===== src/rtl/lcd_nibble_responder.sv =====
// HD44780-style responder on the 4-bit LCD write bus: pairs nibbles into bytes, runs the
// command subset and keeps a DDRAM character buffer with a registered read port.
module lcd_nibble_responder #(
    parameter int unsigned DEPTH        = 16,
    parameter int unsigned AW           = 4,
    parameter int unsigned CMD_CYCLES   = 4,
    parameter int unsigned CLEAR_CYCLES = 32
) (
    input  logic          clk,
    input  logic          rst,
    input  logic          lcd_e,
    input  logic          lcd_rs,
    input  logic          lcd_rw,
    input  logic          lcd_7,
    input  logic          lcd_6,
    input  logic          lcd_5,
    input  logic          lcd_4,
    input  logic [AW-1:0] rd_addr,
    output logic [7:0]    rd_data,
    output logic          byte_valid,
    output logic [7:0]    byte_data,
    output logic          byte_rs,
    output logic [AW-1:0] cursor_addr,
    output logic          display_on,
    output logic          entry_inc,
    output logic          init_done,
    output logic          busy,
    output logic          proto_err
);

    localparam int unsigned CW = $clog2(CLEAR_CYCLES + CMD_CYCLES + DEPTH + 1);
    localparam logic [AW-1:0] LAST = AW'(DEPTH - 1);
    localparam logic [7:0] BLANK = 8'h20;

    typedef enum logic [1:0] {StInit8, StHi, StLo} state_e;

    state_e        state_q, state_d;
    logic          e_q, rs_q, rw_q;
    logic [3:0]    d_q;
    logic [3:0]    hi_q;
    logic          hi_rs_q;
    logic [CW-1:0] busy_cnt_q;
    logic [AW:0]   fill_left_q;
    logic [AW-1:0] fill_addr_q;
    logic [7:0]    mem [DEPTH];

    logic          strobe, nibble_ok, nibble_drop, init_accept, exec;
    logic [7:0]    new_byte;
    logic [AW-1:0] cur_inc, cur_dec, set_addr;

    // Falling edge of e, using the bus values captured while e was high.
    assign strobe      = e_q & ~lcd_e & ~rw_q;
    assign busy        = (busy_cnt_q != '0);
    assign nibble_ok   = strobe & ~busy;
    assign nibble_drop = strobe & busy;
    assign new_byte    = {hi_q, d_q};
    assign cur_inc     = (cursor_addr == LAST) ? '0 : cursor_addr + 1'b1;
    assign cur_dec     = (cursor_addr == '0) ? LAST : cursor_addr - 1'b1;
    assign set_addr    = AW'({25'd0, new_byte[6:0]} % DEPTH);

    always_comb begin
        state_d     = state_q;
        init_accept = 1'b0;
        exec        = 1'b0;
        if (nibble_ok) begin
            unique case (state_q)
                StInit8: begin
                    if (!rs_q && d_q == 4'h2) begin
                        init_accept = 1'b1;
                        state_d     = StHi;
                    end
                end
                StHi: state_d = StLo;
                StLo: begin
                    exec    = 1'b1;
                    state_d = StHi;
                end
                default: state_d = StInit8;
            endcase
        end
    end

    always_ff @(posedge clk) begin
        if (rst) begin
            state_q     <= StInit8;
            e_q         <= 1'b0;
            rs_q        <= 1'b0;
            rw_q        <= 1'b0;
            d_q         <= 4'h0;
            hi_q        <= 4'h0;
            hi_rs_q     <= 1'b0;
            byte_valid  <= 1'b0;
            byte_data   <= 8'h00;
            byte_rs     <= 1'b0;
            cursor_addr <= '0;
            display_on  <= 1'b0;
            entry_inc   <= 1'b1;
            init_done   <= 1'b0;
            proto_err   <= 1'b0;
            busy_cnt_q  <= CW'(DEPTH);
            fill_left_q <= (AW+1)'(DEPTH);
            fill_addr_q <= '0;
        end else begin
            state_q    <= state_d;
            e_q        <= lcd_e;
            byte_valid <= exec;
            if (lcd_e) begin
                rs_q <= lcd_rs;
                rw_q <= lcd_rw;
                d_q  <= {lcd_7, lcd_6, lcd_5, lcd_4};
            end
            if (busy) busy_cnt_q <= busy_cnt_q - 1'b1;
            if (fill_left_q != '0) begin
                fill_left_q <= fill_left_q - 1'b1;
                fill_addr_q <= fill_addr_q + 1'b1;
            end
            if (nibble_drop) proto_err <= 1'b1;
            if (init_accept) init_done <= 1'b1;
            if (nibble_ok && state_q == StHi) begin
                hi_q    <= d_q;
                hi_rs_q <= rs_q;
            end
            if (exec) begin
                byte_data  <= new_byte;
                byte_rs    <= rs_q;
                busy_cnt_q <= CW'(CMD_CYCLES);
                if (hi_rs_q != rs_q) proto_err <= 1'b1;
                if (rs_q) begin
                    cursor_addr <= entry_inc ? cur_inc : cur_dec;
                end else if (new_byte[7]) begin
                    cursor_addr <= set_addr;
                end else if (new_byte[6]) begin
                    // CGRAM address set: nothing modelled
                end else if (new_byte[5]) begin
                    if (new_byte[4]) proto_err <= 1'b1;
                end else if (new_byte[4]) begin
                    if (!new_byte[3]) cursor_addr <= new_byte[2] ? cur_inc : cur_dec;
                end else if (new_byte[3]) begin
                    display_on <= new_byte[2];
                end else if (new_byte[2]) begin
                    entry_inc <= new_byte[1];
                end else if (new_byte[1]) begin
                    cursor_addr <= '0;
                end else if (new_byte[0]) begin
                    cursor_addr <= '0;
                    entry_inc   <= 1'b1;
                    busy_cnt_q  <= CW'(CLEAR_CYCLES);
                    fill_left_q <= (AW+1)'(DEPTH);
                    fill_addr_q <= '0;
                end
            end
        end
    end

    // Read samples before the write lands, so a same-cycle write returns the old value.
    always_ff @(posedge clk) begin
        if (rst) rd_data <= 8'h00;
        else     rd_data <= mem[rd_addr];
        if (fill_left_q != '0) mem[fill_addr_q] <= BLANK;
        else if (exec && rs_q && !rst) mem[cursor_addr] <= new_byte;
    end

endmodule


===== config.mk =====
export PLATFORM = sky130hd
export DESIGN_NAME = lcd_nibble_responder
export DESIGN_NICKNAME = d
export VERILOG_FILES = /design/src/rtl/lcd_nibble_responder.sv
export SDC_FILE = /design/constraint.sdc
export NUM_CORES = 1
export LEC_CHECK = 0
export CAP_MARGIN = 0
export CORE_MARGIN = 10
export CORE_UTILIZATION = 45
export CTS_BUF_LIST = sky130_fd_sc_hd__clkbuf_4
export DETAILED_ROUTE_END_ITERATION = 7
export GPL_TIMING_DRIVEN = 0
export SYNTH_ARGS = -nofsm -noshare
export SYNTH_HDL_FRONTEND = slang
export SYNTH_SLANG_ARGS = --single-unit

===== constraint.sdc =====
create_clock -name clk -period 5.6 [get_ports clk]
set_input_delay 1.4 -clock clk [delete_from_list [all_inputs] [get_ports clk]]
set_output_delay 1.4 -clock clk [all_outputs]
set_load 0.01 [all_outputs]

==> flow_summary.toml, run 1 <==
[outcome]
status = "completed"

[logic_synthesis]
yosysTopAreaCellShare_pct = 50.72
synth_warnings = 0
netlist_top_cells_area = "edfxtp_1 51%, dfxtp_1 15%, mux4_2 12%"
synth_commonest_cells = "128 x edfxtp_1, 55 x dfxtp_1, 46 x nor2_1, 40 x mux4_2, 24 x mux2i_1"
syn_avg_cell_area_um2 = 15.22
synth-edff-count = 128
synthCells = 498
synthAdderAreaFrac_pct = 0.9906
yosys.area.top_type = "edfxtp_1"
synth_top_family_by_area = "multiplexers"
synth_cell_types = 60
synth-seq-cells = 183
synth-compound-area-share_pct = 5.184
synthArstFlopShare_pct = 0
syn-num-nets = 517
yosys.area_share.simple_pct = 9.493
synthesis.area_um2 = 7579
synth.mux.area_fraction_pct = 15.06
yosysMostFrequentCell = "edfxtp_1"
synth_xor_area_share_pct = 1.387
yosys_most_used_dff = "edfxtp_1"
seq_area_frac_synth_pct = 65.25

[finish]
final_cells = 786
drive_above_1_share_pct = 17.67
fin_area_um2 = 8544
nFillCells = 1414
multi_input_area_um2 = 2464
syn_to_final_growth_pct = 12.75
fin_nets = 572
antenna-diode-count = 0
seq_area_um2 = 4945

[setup_path]
critPathKind = "register to primary output"
startpoint_type = "register"
cp.arrival_ps = 2440
r2r_slack_ps = 2510
worst_ep_required_time_ps = 4200
rr_endpoint = "mem[7][7]"
worst_setup_path_end_kind = "primary output"
crit_fanout = 9
reg2reg_from = "fill_left_q[0]"
reg2regPathDepth = 6

[detailed_routing]
highest_layer = "met4"
wl_met3_um = 853
avgViaCountPerCell = 5.623
drt-pass1-iter-count = 6
drtAntennaViolNets = 0
wirelength_um = 16500
route.detailed.wl_per_inst_um = 20.99
drcViolationCount = 0
met1_length_um = 7197
drt-initial-drc-count = 275
dr_total_vias = 4420
wl_met2_um = 8208

[floorplan]
die_area_um2 = 22430
die_h_um = 149.8
row_count = 47
initial_core_util_pct = 45.86
die_w_um = 149.8
pin_count = 40
fp.coreArea_um2 = 16520

[clock_tree]
postCtsSetupRepairBufs = 0
cts_sinks = 183
clock_path_buffers = 2
cts_tree = "done"
htreeDepth = 4
cts_hold_buf = 0
numCtsBuffers = 17
cts_resized = 0
clk_latency_ps = 590
clk_root_buffer_cell = "clkbuf_4"
clkTransAtPathRegs_ps = 140

[placed_design]
dp_cells = 754
portBuffers = 34
placed_area_um2 = 8239
gp_congestion = 0.7757
dp.final_hpwl_um = 11180

[timing]
slew_headroom_pct = 18.44
rsz0062_at_grt = "no"
max_freq_mhz = 260.2
tns_ps = 0
fin_worst_skew_ps = 31.56
tightest_slew_ps = 1223
slew_violations = 0
hold_violations = 0
timing.final.crit_share_pct = 68.63
finalSetupViolCount = 0
finalCriticalPeriod_ps = 3843

[min_path]
hold_end = "fill_left_q[4]"
min_path_type = "register to register"
hold_depth = 1
min_from = "fill_left_q[4]"

[pwr]
power_density_nw_per_um2 = 334.3
clkPwrFrac_pct = 27.0
switchingPower_w = 0.0007671
p_sw_share_pct = 26.86
ir_drop_v = 0.0001707
combPwrFrac_pct = 15.8
p_seq_share_pct = 57.1
leakagePower_nw = 2.971
internal_power_w = 0.002089

[grt]
antenna_found_initial = 0
grt_pass1_wl_um = 25920
grt_pass1_vias = 4441
grt_max_degree = 17
grt-ovfl-total = 0
grt_usage_pct = 15.33

[flow_run]
cap_viol_max_count = 0
routing by layer:
metal  track usage (%)  up-vias
met2             24.67      135
met5                 0        -
met3             3.593       22
met4             5.491        0
met1             19.90     2234
li1                  -     2029
area by class of cell:
class / count / area share, %
Timing Repair Buffer: 36 / 4.159
Multi-Input combinational cell: 271 / 28.83
Tap cell: 220 / 3.222
Buffer: 34 / 1.904
Sequential cell: 183 / 57.87
Inverter: 10 / 0.4393
Clock buffer: 18 / 1.581
Clock inverter: 14 / 1.992
logic make-up after synthesis:
family | Yosys count
buffers and inverters | 44
and+or+nand+nor | 132
muxes | 64
DFF | 183
AOI/OAI and AO/OA | 57
xor gates and xnor gates | 12
adders and majority gates | 6
worst max path at each step:
| stage | startpoint | end | slack (ps) | cells past startpoint |
|---|---|---|---|---|
| finish | busy_cnt_q[0] | busy | 1760 | 7 |
| global route | busy_cnt_q[0] | busy | 1570 | 7 |
| CTS | busy_cnt_q[0] | busy | 1700 | 7 |
| detailed placement | lcd_e | mem[8][4] | 1450 | 7 |
| global placement | lcd_e | mem[1][2] | 1500 | 7 |
| floorplan | lcd_e | mem[9][0] | 2140 | 7 |
power by group through the flow:
stage / Clock, W / Combinational, W / Sequential (W)
2_1_floorplan: 0 / 0.000309 / 0.00165
3_3_place_gp: 0 / 0.000424 / 0.00166
3_5_place_dp: 0 / 0.000457 / 0.00166
4_1_cts: 0.000789 / 0.000460 / 0.00163
5_1_grt: 0.000836 / 0.000501 / 0.00165
6_report: 0.000772 / 0.000451 / 0.00163
placed cells by master (no fill, tap or decap), drive strengths merged, types with 5 or more instances in the layout:
cell           Yosys  layout
mux4              40      40
clkdlybuf4s50      0      34
xor2               6       6
edfxtp           128     128
nand2b             6       6
mux2i             24      24
clkinv             0       6
ha                 6       6
clkbuf            17      35
buf               17      19
o21ai              8       8
a21oi             15      15
inv               10      14
o22ai             12      12
nor2              46      46
and3               9       9
nand3              5       5
xnor2              6       6
nand2             19      19
and2               9       9
dfxtp             55      55
nor3              11      11
critical path, stage by stage, from the launching register on:
cell             delay, ps
dfxtp_1                400
inv_1                   90
ha_1                   190
nor2b_1                160
and2_1                 160
buf_2                  170
inv_1                  140
clkdlybuf4s50_1        560
through the flow:
stage / utilization, % / setup slack (ps) / hold slack, ps / total power [W]
after floorplan: - / 2143 / 442.0 / 0.001961
after global placement: 49.59 / 1502 / 454.8 / 0.002084
after detailed placement: 49.86 / 1453 / 466.8 / 0.002120
after CTS: 51.71 / 1703 / 502.6 / 0.002881
after global routing: 51.71 / 1573 / 541.4 / 0.002984
final: 51.71 / 1757 / 495.9 / 0.002856
flip-flops by register name, indices dropped and copies added, names as in the netlist:
| signal | count |
|---|---|
| byte_rs | 1 |
| byte_valid | 1 |
| init_done | 1 |
| entry_inc | 1 |
| rs_q | 1 |
| byte_data | 8 |
| state_q | 2 |
| fill_left_q | 5 |
| rw_q | 1 |
| hi_rs_q | 1 |
| proto_err | 1 |
| display_on | 1 |
| rd_data | 8 |
| d_q | 4 |
| e_q | 1 |
| hi_q | 4 |
| busy_cnt_q | 6 |
| mem | 128 |
| fill_addr_q | 4 |
| cursor_addr | 4 |
(Power assumes the default switching activity.)
==> inputs of run 2 (changes only) <==
--- a/config.mk
+++ b/config.mk
@@ -11,6 +11,7 @@
 export CTS_BUF_LIST = sky130_fd_sc_hd__clkbuf_4
 export DETAILED_ROUTE_END_ITERATION = 7
 export GPL_TIMING_DRIVEN = 0
+export PLACE_DENSITY = 0.65
 export SYNTH_ARGS = -nofsm -noshare
 export SYNTH_HDL_FRONTEND = slang
 export SYNTH_SLANG_ARGS = --single-unit
==> constraint.sdc (replaced) <==
create_clock -name clk -period 3.08 [get_ports clk]
set_input_delay 0.77 -clock clk [delete_from_list [all_inputs] [get_ports clk]]
set_output_delay 0.77 -clock clk [all_outputs]
set_load 0.01 [all_outputs]
==> run 2 against run 1 <==
  * Die area unchanged
  * Sequential power increased by 82%
  * Clock power increased by 66%
  * Sequential share of layout area increased by 0.24 points
  * First-iteration DRC count increased by 0.36%
  * Clock skew decreased by 8.0 ps
  * Final cell count decreased by 0.13%
  * Sequential cell count unchanged
  * Register-to-register slack got worse by 2300 ps
==> flow_summary.toml, run 2 (synthesis results as in run 1) <==
[placed_design]
dp.final_hpwl_um = 11010
portBuffers = 34
dp_cells = 752
gp_congestion = 0.8268
placed_area_um2 = 8224

[finish]
largest_reg_flops = 128
final_common_cell = "edfxtp_1"
final_cells = 785
fin_nets = 570
final_cell_mix = "128 x edfxtp_1, 55 x dfxtp_1, 46 x nor2_1"
fin_util_pct = 51.50
fin_area_um2 = 8509
largest-register = "mem"
syn_to_final_growth_pct = 12.28
drive_above_1_share_pct = 17.91
top_regs = "mem: 128 flops, byte_data: 8 flops, rd_data: 8 flops"

[grt]
grt_max_degree = 18
grt-ovfl-total = 0
grt_usage_pct = 15.05
grt_pass1_wl_um = 25330
grt_pass1_vias = 4340
antenna_found_initial = 1

[outcome]
status = "completed"

[floorplan]
row_count = 47
die_area_um2 = 22430
die_w_um = 149.8
die_h_um = 149.8
initial_core_util_pct = 45.86
fp.coreArea_um2 = 16520
pin_count = 40

[timing]
tightest_slew_ps = 1098
rsz0062_at_grt = "yes"
fin_worst_skew_ps = 23.54
hold_ws_ps = 494.4
finalSetupViolCount = 0
timing.final.crit_share_pct = 94.87
slew_violations = 0
slew_headroom_pct = 26.79
max_freq_mhz = 342.2
finalCriticalPeriod_ps = 2922
hold_violations = 0

[setup_path]
cp.arrival_ps = 2150
worst_ep_required_time_ps = 2310
startpoint_type = "register"
reg2regPathDepth = 8
critPathKind = "register to primary output"
rr_endpoint = "mem[9][1]"
startpoint = "busy_cnt_q[0]"
r2r_slack_ps = 180
crit_fanout = 9
reg2reg_from = "fill_left_q[0]"
crit_path_end = "busy"
worst_setup_path_end_kind = "primary output"

[detailed_routing]
drtAntennaViolNets = 0
avgViaCountPerCell = 5.569
wirelength_um = 16040
drcViolationCount = 0
drt-pass1-iter-count = 5
drt-initial-drc-count = 276
route.detailed.wl_per_inst_um = 20.44
dr_total_vias = 4372

[clock_tree]
clk_root_buffer_cell = "clkbuf_4"
clk_latency_ps = 600
cts_hold_buf = 0
numCtsBuffers = 17
clkTransAtPathRegs_ps = 150
postCtsSetupRepairBufs = 0
cts_sinks = 183
clock_path_buffers = 2
htreeDepth = 4
cts_tree = "done"

[pwr]
power_density_nw_per_um2 = 592.4
power_w = 0.005041
leakagePower_nw = 2.941
ir_drop_v = 0.0002682

[min_path]
min_path_type = "register to register"

[flow_run]
cap_viol_max_count = 0
run 2: final cells by class:
cell class	instances	area, µm²
sequential	183	4945
timing repair buffer	34	339.1
multi-input combinational	271	2472
antenna	1	2.502
buffer	34	162.7
clock inverter	15	147.6
inverter	10	37.54
clock buffer	17	127.6
tap	220	275.3
fill	1392	8015
run 2: worst max-delay path: stages (launching register included):
cell	delay (ps)
dfxtp_1	390
inv_1	90
ha_1	190
nor2b_2	160
and2_1	150
buf_2	170
inv_1	130
dlygate4sd2_1	290
run 2: worst min-delay path by stage:
stage | slack [ps] | depth (start not counted) | endpoint | start
after floorplan | 440 | 1 | fill_left_q[4] | fill_left_q[4]
after global placement | 450 | 1 | fill_left_q[4] | fill_left_q[4]
after detailed placement | 460 | 2 | proto_err | proto_err
after CTS | 500 | 1 | fill_left_q[4] | fill_left_q[4]
after global routing | 510 | 2 | e_q | lcd_e
final | 490 | 1 | fill_left_q[4] | fill_left_q[4]
run 2: report_power, final:
group	internal (W)	switching (W)	total (W)
logic	0.000342	0.000453	0.000795
clock network	0.000418	0.000860	0.00128
registers	0.00287	0.000101	0.00297
run 2: stage by stage:
stage | setup TNS [ps] | setup WS (ps)
2_1_floorplan | 0 | 252.9
3_3_place_gp | -33540 | -376.7
3_5_place_dp | -32090 | -414.5
4_1_cts | 0 | 106.9
5_1_grt | -348.4 | -38.37
6_report | 0 | 158.0
run 2: what timing repair did:
action                                  4_1_cts  5_1_grt
pin swaps                                     0        0
gates cloned                                  0        0
resized for setup                             1        2
endpoints found under the setup margin        1       41
run 2: per-layer routing:
layer  share of wire [%]  GRT usage [%]  wire length, µm
met5                   0              0                0
met4                 1.1          4.373              178
met3                 4.0          3.502              646
met2                  53          25.86             8428
met1                  42          18.52             6790
==> inputs of run 3 (changes only) <==
--- a/config.mk
+++ b/config.mk
@@ -10,8 +10,9 @@
 export CORE_UTILIZATION = 45
 export CTS_BUF_LIST = sky130_fd_sc_hd__clkbuf_4
 export DETAILED_ROUTE_END_ITERATION = 7
+export DONT_BUFFER_PORTS = 1
 export GPL_TIMING_DRIVEN = 0
-export PLACE_DENSITY = 0.65
+export SKIP_LAST_GASP = 1
 export SYNTH_ARGS = -nofsm -noshare
 export SYNTH_HDL_FRONTEND = slang
 export SYNTH_SLANG_ARGS = --single-unit
==> run 3 against run 2 <==
  * Clock power about the same
  * Global-route usage rose by 0.24 points
  * Via count down 3.4%
  * Highest routed layer unchanged
==> flow_summary.toml, run 3 (synthesis results as in run 1) <==
[setup_path]
crit_buf_inv = 2
startpoint_type = "register"
crit_chain = "inv_1, ha_1, nor2b_1, nand4_4, nor3b_2, buf_4, nand3_2, o22ai_1"
crit_family = "simple AND/OR/NAND/NOR gates"
worst_ep_required_time_ps = 3280
crit_fanout = 10
critPathKind = "register to register"
startpoint = "busy_cnt_q[0]"
cp.arrival_ps = 3120
cpMaxStageDelayCell = "o22ai_1"
worst_setup_path_end_kind = "register"
reg2reg_from = "busy_cnt_q[0]"
critPathMaxStageDelay_ps = 850

[pwr]
power_density_nw_per_um2 = 615.9
power_w = 0.005062
ir_drop_v = 0.0002980
leakagePower_nw = 2.837

[grt]
grt_pass1_vias = 4387
grt_max_degree = 19
grt_usage_pct = 15.29
grt-ovfl-total = 0
antenna_found_initial = 1
grt_pass1_wl_um = 25590

[timing]
tns_ps = 0
hold_violations = 0
hold_ws_ps = 333.5
worst_slack_ps = 164.4
timing.final.crit_share_pct = 94.66
fin_worst_skew_ps = 29.70
tightest_slew_ps = 1081
finalSetupViolCount = 0
max_freq_mhz = 343.0
slew_headroom_pct = 27.96
finalCriticalPeriod_ps = 2916
slew_violations = 0
rsz0062_at_grt = "yes"

[finish]
syn_to_final_growth_pct = 8.437
largest-register = "mem"
final_common_cell = "edfxtp_1"
top_regs = "mem: 128 flops, byte_data: 8 flops, rd_data: 8 flops"
final_cell_mix = "128 x edfxtp_1, 55 x dfxtp_1, 46 x nor2_1"
largest_reg_flops = 128
fin_nets = 539
drive_above_1_share_pct = 20.08

[floorplan]
die_area_um2 = 22430
row_count = 47
initial_core_util_pct = 45.86
die_h_um = 149.8
fp.coreArea_um2 = 16520
die_w_um = 149.8
pin_count = 40

[clock_tree]
cts_sinks = 183
cts_hold_buf = 0
clk_latency_ps = 580
cts_tree = "done"
htreeDepth = 4
clkTransAtPathRegs_ps = 170
clock_path_buffers = 2
clk_root_buffer_cell = "clkbuf_4"
numCtsBuffers = 17

[outcome]
status = "completed"

[detailed_routing]
drcViolationCount = 0
route.detailed.wl_per_inst_um = 21.42
drt-initial-drc-count = 290
wirelength_um = 16150
dr_total_vias = 4223
avgViaCountPerCell = 5.601
drt-pass1-iter-count = 4
drtAntennaViolNets = 0

[placed_design]
dp.final_hpwl_um = 10910
portBuffers = 0
dp_slack_ps = -410.5
gp_congestion = 0.7988

[min_path]
min_path_type = "primary input to register"
min_from = "lcd_6"

[flow_run]
cap_viol_max_count = 0
-- run 3: final timing paths --
kind,to,slack [ps],depth (start not counted)
setup / recovery,mem[13][7],160,8
hold / removal,d_q[2],330,2
setup reg to reg,mem[13][7],160,8
hold reg to reg,fill_left_q[4],490,1
-- run 3: final cells by class --
class                   instances  area (µm²)
fillers                      1404        8307
flip-flops and latches        183        4945
multi-input cells             271        2489
well taps                     220       275.3
plain buffers                  34       162.7
clock inverters                15       156.4
clock buffers                  17       127.6
inverters                      10       37.54
repair buffers                  3       22.52
diodes                          1       2.502
-- run 3: through the flow --
stage               cell area, µm²  utilization [%]  std cells
floorplan                     7579                -        498
global placement              7854            47.53        718
detailed placement            7899            47.80        720
CTS                           8189            49.56        752
global route                  8218            49.73        754
finish                        8218            49.73        754
-- run 3: worst register-to-register path, cell delays in order, from the launching register on --
cell     delay [ps]
dfxtp_1         360
inv_1            90
ha_1            140
nor2b_1         240
nand4_4         240
nor3b_2         300
buf_4           210
nand3_2         120
o22ai_1         850
-- run 3: timing repair --
action / in CTS / in global routing
gates cloned: 0 / 0
endpoints found under the setup margin: 3 / 79
pin swaps: 0 / 1
resized for setup: 1 / 3
buffers inserted: 0 / 1
-- run 3: where the power goes --
group / total (W) / switching (W) / internal (W)
clock: 0.00131 / 0.000881 / 0.000432
combinational: 0.000771 / 0.000450 / 0.000321
sequential: 0.00298 / 0.000110 / 0.00287
-- run 3: layer usage --
layer / wire, µm / track usage, %
met1: 6916 / 19.08
met2: 8176 / 25.09
met3: 828 / 4.620
met4: 230 / 4.665
met5: 0 / 0
